`config.mk`:
```
export PLATFORM = sky130hd
export DESIGN_NAME = instr_fetch_flat
export DESIGN_NICKNAME = d
export VERILOG_FILES = /design/src/rtl/instr_fetch_if.sv /design/src/rtl/instr_fetch.sv /design/src/flat_wrapper.sv
export SDC_FILE = /design/constraint.sdc
export NUM_CORES = 1
export LEC_CHECK = 0
export CAP_MARGIN = 15
export CORE_MARGIN = 2
export CORE_UTILIZATION = 50
export CTS_BUF_LIST = sky130_fd_sc_hd__clkbuf_16
export DETAILED_ROUTE_END_ITERATION = 8
export MAX_ROUTING_LAYER = met4
export PLACE_DENSITY_LB_ADDON = 0.1
export SLEW_MARGIN = 20
export SYNTH_ARGS = -nofsm -noshare
export SYNTH_HDL_FRONTEND = slang
export SYNTH_SLANG_ARGS = --single-unit
export TNS_END_PERCENT = 1
```
`constraint.sdc`:
```
create_clock -name clk -period 9.02 [get_ports clk]
set_clock_uncertainty 0.05 [all_clocks]
set_input_delay 2.706 -clock clk [delete_from_list [all_inputs] [get_ports clk]]
set_output_delay 2.706 -clock clk [all_outputs]
set_load 0.05 [all_outputs]
```
`src/rtl/instr_fetch_if.sv`:
```
// Fetch-side bus bundle: instruction-memory request/response and decode payload.
interface instr_fetch_if;
  logic        imem_req;
  logic [31:0] imem_addr;
  logic        imem_gnt;
  logic        imem_rvalid;
  logic [31:0] imem_rdata;
  logic        inst_valid;
  logic [31:0] inst_data;
  logic [31:0] inst_pc;
  logic        inst_ready;

  modport master (
    output imem_req, imem_addr, inst_valid, inst_data, inst_pc,
    input  imem_gnt, imem_rvalid, imem_rdata, inst_ready
  );

  modport slave (
    input  imem_req, imem_addr, inst_valid, inst_data, inst_pc,
    output imem_gnt, imem_rvalid, imem_rdata, inst_ready
  );
endinterface

```
`src/rtl/instr_fetch.sv`:
```
// Instruction fetch: one outstanding imem read at a time, responses queued in a 2-entry FIFO.
// Latency: request issued 1 cycle after the IDLE decision; at most 1 instruction per 3 cycles.
// Backpressure: no request starts unless queue + outstanding < 2. Optional: INSTR_FETCH_ALIGN_CHECK_EN.
module instr_fetch (
  input  logic               clk,
  input  logic               rst_n,
  input  logic [31:0]        pc_addr,
  output logic               pc_advance,
  input  logic               flush,
  output logic               fetch_err,
  instr_fetch_if.master      bus
);

  typedef enum logic [1:0] {IDLE, REQ, WAIT, DRAIN} state_t;

  state_t      state;
  logic        imem_req_q;
  logic [31:0] imem_addr_q;
  logic        outstanding;

  logic [31:0] q_data [2];
  logic [31:0] q_pc   [2];
  logic        wr_ptr;
  logic        rd_ptr;
  logic [1:0]  count;

  logic        start_ok;
  logic        misaligned;
  logic [31:0] fetch_addr;
  logic        push;
  logic        pop;

`ifdef INSTR_FETCH_ALIGN_CHECK_EN
  assign misaligned = (pc_addr[1:0] != 2'b00);
  assign fetch_addr = pc_addr;
`else
  assign misaligned = 1'b0;
  assign fetch_addr = pc_addr & 32'hFFFF_FFFC;
`endif

  assign start_ok = (({1'b0, count} + {2'b00, outstanding}) < 3'd2) && !flush;

  assign bus.imem_req  = imem_req_q;
  assign bus.imem_addr = imem_addr_q;
  assign pc_advance    = imem_req_q & bus.imem_gnt & ~flush;

  assign bus.inst_valid = (count != 2'd0);
  assign bus.inst_data  = q_data[rd_ptr];
  assign bus.inst_pc    = q_pc[rd_ptr];

  // A response racing a flush is dropped, so push is qualified here.
  assign push = (state == WAIT) && bus.imem_rvalid && !flush;
  assign pop  = bus.inst_valid && bus.inst_ready;

  always_ff @(posedge clk) begin
    if (!rst_n) begin
      state       <= IDLE;
      imem_req_q  <= 1'b0;
      imem_addr_q <= '0;
      outstanding <= 1'b0;
    end else begin
      case (state)
        IDLE: begin
          if (start_ok && !misaligned) begin
            state       <= REQ;
            imem_req_q  <= 1'b1;
            imem_addr_q <= fetch_addr;
          end
        end
        REQ: begin
          if (flush) begin
            imem_req_q  <= 1'b0;
            outstanding <= bus.imem_gnt;
            state       <= bus.imem_gnt ? DRAIN : IDLE;
          end else if (bus.imem_gnt) begin
            imem_req_q  <= 1'b0;
            outstanding <= 1'b1;
            state       <= WAIT;
          end
        end
        WAIT: begin
          if (bus.imem_rvalid) begin
            outstanding <= 1'b0;
            state       <= IDLE;
          end else if (flush) begin
            state <= DRAIN;
          end
        end
        DRAIN: begin
          if (bus.imem_rvalid) begin
            outstanding <= 1'b0;
            state       <= IDLE;
          end
        end
        default: state <= IDLE;
      endcase
    end
  end

  always_ff @(posedge clk) begin
    if (!rst_n) begin
      for (int i = 0; i < 2; i++) begin
        q_data[i] <= '0;
        q_pc[i]   <= '0;
      end
      wr_ptr <= 1'b0;
      rd_ptr <= 1'b0;
      count  <= 2'd0;
    end else if (flush) begin
      wr_ptr <= 1'b0;
      rd_ptr <= 1'b0;
      count  <= 2'd0;
    end else begin
      if (push) begin
        q_data[wr_ptr] <= bus.imem_rdata;
        q_pc[wr_ptr]   <= imem_addr_q;
        wr_ptr         <= ~wr_ptr;
      end
      if (pop) begin
        rd_ptr <= ~rd_ptr;
      end
      count <= count + {1'b0, push} - {1'b0, pop};
    end
  end

`ifdef INSTR_FETCH_ALIGN_CHECK_EN
  logic fetch_err_q;

  always_ff @(posedge clk) begin
    if (!rst_n) begin
      fetch_err_q <= 1'b0;
    end else if (state == IDLE && start_ok && misaligned) begin
      fetch_err_q <= 1'b1;
    end
  end

  assign fetch_err = fetch_err_q;
`else
  assign fetch_err = 1'b0;
`endif

endmodule

```
`src/flat_wrapper.sv`:
```
// flat-port wrapper written by rule: the top's interface ports become plain ports
module instr_fetch_flat 
  (clk, rst_n, pc_addr, pc_advance, flush, fetch_err, bus_imem_req, bus_imem_addr, bus_inst_valid, bus_inst_data, bus_inst_pc, bus_imem_gnt, bus_imem_rvalid, bus_imem_rdata, bus_inst_ready);
  instr_fetch_if bus_i ();
  input  logic clk;
  input  logic rst_n;
  input  logic [31:0] pc_addr;
  output logic pc_advance;
  input  logic flush;
  output logic fetch_err;
  output wire logic [$bits(bus_i.imem_req)-1:0] bus_imem_req;
  output wire logic [$bits(bus_i.imem_addr)-1:0] bus_imem_addr;
  output wire logic [$bits(bus_i.inst_valid)-1:0] bus_inst_valid;
  output wire logic [$bits(bus_i.inst_data)-1:0] bus_inst_data;
  output wire logic [$bits(bus_i.inst_pc)-1:0] bus_inst_pc;
  input wire logic [$bits(bus_i.imem_gnt)-1:0] bus_imem_gnt;
  input wire logic [$bits(bus_i.imem_rvalid)-1:0] bus_imem_rvalid;
  input wire logic [$bits(bus_i.imem_rdata)-1:0] bus_imem_rdata;
  input wire logic [$bits(bus_i.inst_ready)-1:0] bus_inst_ready;
  assign bus_imem_req = bus_i.imem_req;
  assign bus_imem_addr = bus_i.imem_addr;
  assign bus_inst_valid = bus_i.inst_valid;
  assign bus_inst_data = bus_i.inst_data;
  assign bus_inst_pc = bus_i.inst_pc;
  assign bus_i.imem_gnt = bus_imem_gnt;
  assign bus_i.imem_rvalid = bus_imem_rvalid;
  assign bus_i.imem_rdata = bus_imem_rdata;
  assign bus_i.inst_ready = bus_inst_ready;
  instr_fetch u_core (.clk(clk), .rst_n(rst_n), .pc_addr(pc_addr), .pc_advance(pc_advance), .flush(flush), .fetch_err(fetch_err), .bus(bus_i));
endmodule
```
==> reports/summary.txt <==
Status: finished, final reports clean
CTS tree: built
Startpoint types: input pin
Vias: 4,382
Storage cell area: 4510 um^2
FILL cells: 1,012
Crit Path Class: in2out
Largest cells by area after synthesis: edfxtp_1 (53%), and2_1 (11%), dfxtp_1 (11%)
GRT overflow: 0
R2R Setup Slk: 6.31 ns
RSZ-0062 raised after global routing: no
Setup TNS: 0 ns
Min Hold Slack: 0.427 ns
Multi-input gate area: 2360 um^2
Ports: 170
Number of gates resized after CTS: 0
Hold Path Class: reg2reg
P_leak: 3.55 nW
Least-Margin Pin Slew: 1.04 ns
Drt pass-1 iters: 4
CTS Buffer Depth: 2
DRT antenna net count: 0
Final Max Slew Viols: 0
Final setup fails: 0
Routed WL: 14,000 um
Largest net degree at the start of global routing: 68
Share of cells above drive strength 1: 15.1%
Simple-Gate Fraction of Synth Area: 16.6%
Peak supply drop: 123 uV
Layout area overhead: 32.8%
Root Driver: clkbuf_16
Initial DRC Count: 203
Adder-Cell Fraction of Synth Area: 0.356%
Area of the mapped netlist: 7030 um^2
PwrDens: 187 nW/um^2
Max-Slew Margin vs Limit: 30.5%
Synth Warn #: 0
Dpl hpwl: 8850 um
Largest family of logic cells by synthesized area: simple AND/OR/NAND/NOR gates
Rows: 43
FMAX: 140 MHz
Sequential area share after synthesis: 64.1%
Post-synth EDFFs: 124
Maximum fanout along the worst path: 8
Synth cell types: 33
Main synth FF type: edfxtp_1
Area leader, netlist: edfxtp_1
H-tree levels: 4
CTS clk-pin slew, worst paths: 0.05 ns
FFs w/ async S/R, synth: 0%
Syn_area_per_cell: 13.4 um^2
Hold Fails Final Rpt: 0
Initial cell density of the core: 50.8%
# nets final: 755
Final Power: 1.74 mW
Num Clock Sinks: 163
Max Cap Viol: 0
First-pass GRT wire length: 22,100 um
Final period util: 78.9%
Die height: 123 um
Die ar.: 15,000 um^2
Post-CTS Hold Fix Bufs: 0
Top cells by count, synth: and2_1 (125), edfxtp_1 (124), nand2_1 (64), mux2_2 (62), dfxtp_1 (39)
Ant diodes: 0
Data arrival, critical path: 4.36 ns
Vias per cell: 5.00
Post-synthesis mux area share: 14.2%
Xor and xnor fraction of the mapped netlist area: 0.498%
WL/cell: 16.0 um
DRC violations left: 0
Die span in x: 123 um
Setup bufs post-CTS: 0
Core area: 13,800 um^2
Share of the synthesized area in the top cell type: 53.0%
Cell with the most instances after synthesis: and2_1
Setup crit end kind: output port
Global placer's final weighted congestion: 0.750
Vias in the first global route: 4,507
Clock latency on the worst-skew pair: 0.42 ns
GRT Total Usage: 20.3%
Buffers on Ports: 162
Initial antenna violation count: 0
Compound-Gate Fraction of Synth Area: 1.10%
#FFs+latches synth: 163
Cts bufs inserted: 17
Post-synthesis cell count: 524
Crit path time final: 7.12 ns
Worst Path Required: 6.26 ns
[cells in the final DEF (no fill, tap or decap), types with 2 or more instances in the layout]
cell type	n
clkdlybuf4s50_1	161
o21ai_0	3
edfxtp_1	124
nor4_4	3
buf_4	9
clkinv_1	4
o21a_1	2
clkinv_2	3
or2_2	2
nor2_1	6
ha_1	2
conb_1	5
o21ai_4	2
a21boi_0	2
inv_1	12
mux2i_1	30
and2_1	125
xor2_1	2
mux2_2	62
nand2_1	64
nand2b_1	3
clkbuf_16	17
dfxtp_1	38
xnor2_1	2
[cell families (layout without fill, tap and decap cells)]
logic type	after synthesis	in the layout
AO/OA/AOI/OAI	12	12
XOR/XNOR	4	4
adder cells (fa/ha/maj)	2	2
buffers and inverters	42	210
flip-flops	163	163
multiplexers	92	92
other	1	5
AND/OR/NAND/NOR	208	208
[flip-flops by register name, indices dropped and copies added, names as in the netlist, named ones only]
signal,flops
u_core.bus.imem_addr,30
u_core.bus.imem_req,1
u_core.count,2
u_core.outstanding,1
u_core.q_data,64
u_core.q_pc,60
u_core.rd_ptr,1
u_core.state,2
u_core.wr_ptr,1
[stage by stage]
stage          area, um^2  utilization [%]  worst slack (ns)  instances
6_report             9340             67.5              1.90        876
5_1_grt              9340             67.5              1.85        876
4_1_cts              9310             67.3              1.92        875
3_5_place_dp         8790             63.6              1.94        843
3_3_place_gp         8790             63.6              1.94        843
2_1_floorplan        7040                -             0.846        528
[worst max-delay path, cell delays in order]
cell	delay, ns
clkdlybuf4s50_1	0.58
and3b_1	0.28
clkdlybuf4s50_1	0.80
[metal layers]
layer / wire length, um / global-route usage (%)
met3: 988 / 6.51
met4: 253 / 7.69
met5: 0 / -
met1: 5740 / 23.2
met2: 6990 / 33.4
[worst paths after layout]
| check | startpoint | end | depth (start not counted) |
|---|---|---|---|
| setup / recovery | flush | pc_advance | 3 |
| hold / removal | u_core.bus.imem_addr[31] | u_core.bus.imem_addr[31] | 2 |
| setup reg to reg | u_core.state[1] | u_core.q_data[0][0] | 4 |
| hold reg to reg | u_core.bus.imem_addr[31] | u_core.bus.imem_addr[31] | 2 |
[power by group]
group | internal, mW | switching, mW | total [mW] | leakage [nW]
Clock | 0.367 | 0.264 | 0.630 | 0.274
Combinational | 0.0971 | 0.155 | 0.252 | 1.68
Sequential | 0.842 | 0.0190 | 0.861 | 1.60
[final cells by class]
class / instances / share of cell area [%]
clock buffers: 17 / 4.56
multi-input cells: 323 / 25.2
flip-flops and latches: 163 / 48.3
well taps: 180 / 2.41
inverters: 6 / 0.241
repair buffers: 172 / 18.3
clock inverters: 15 / 0.965
Note: power is estimated with default switching activity, not from simulation.
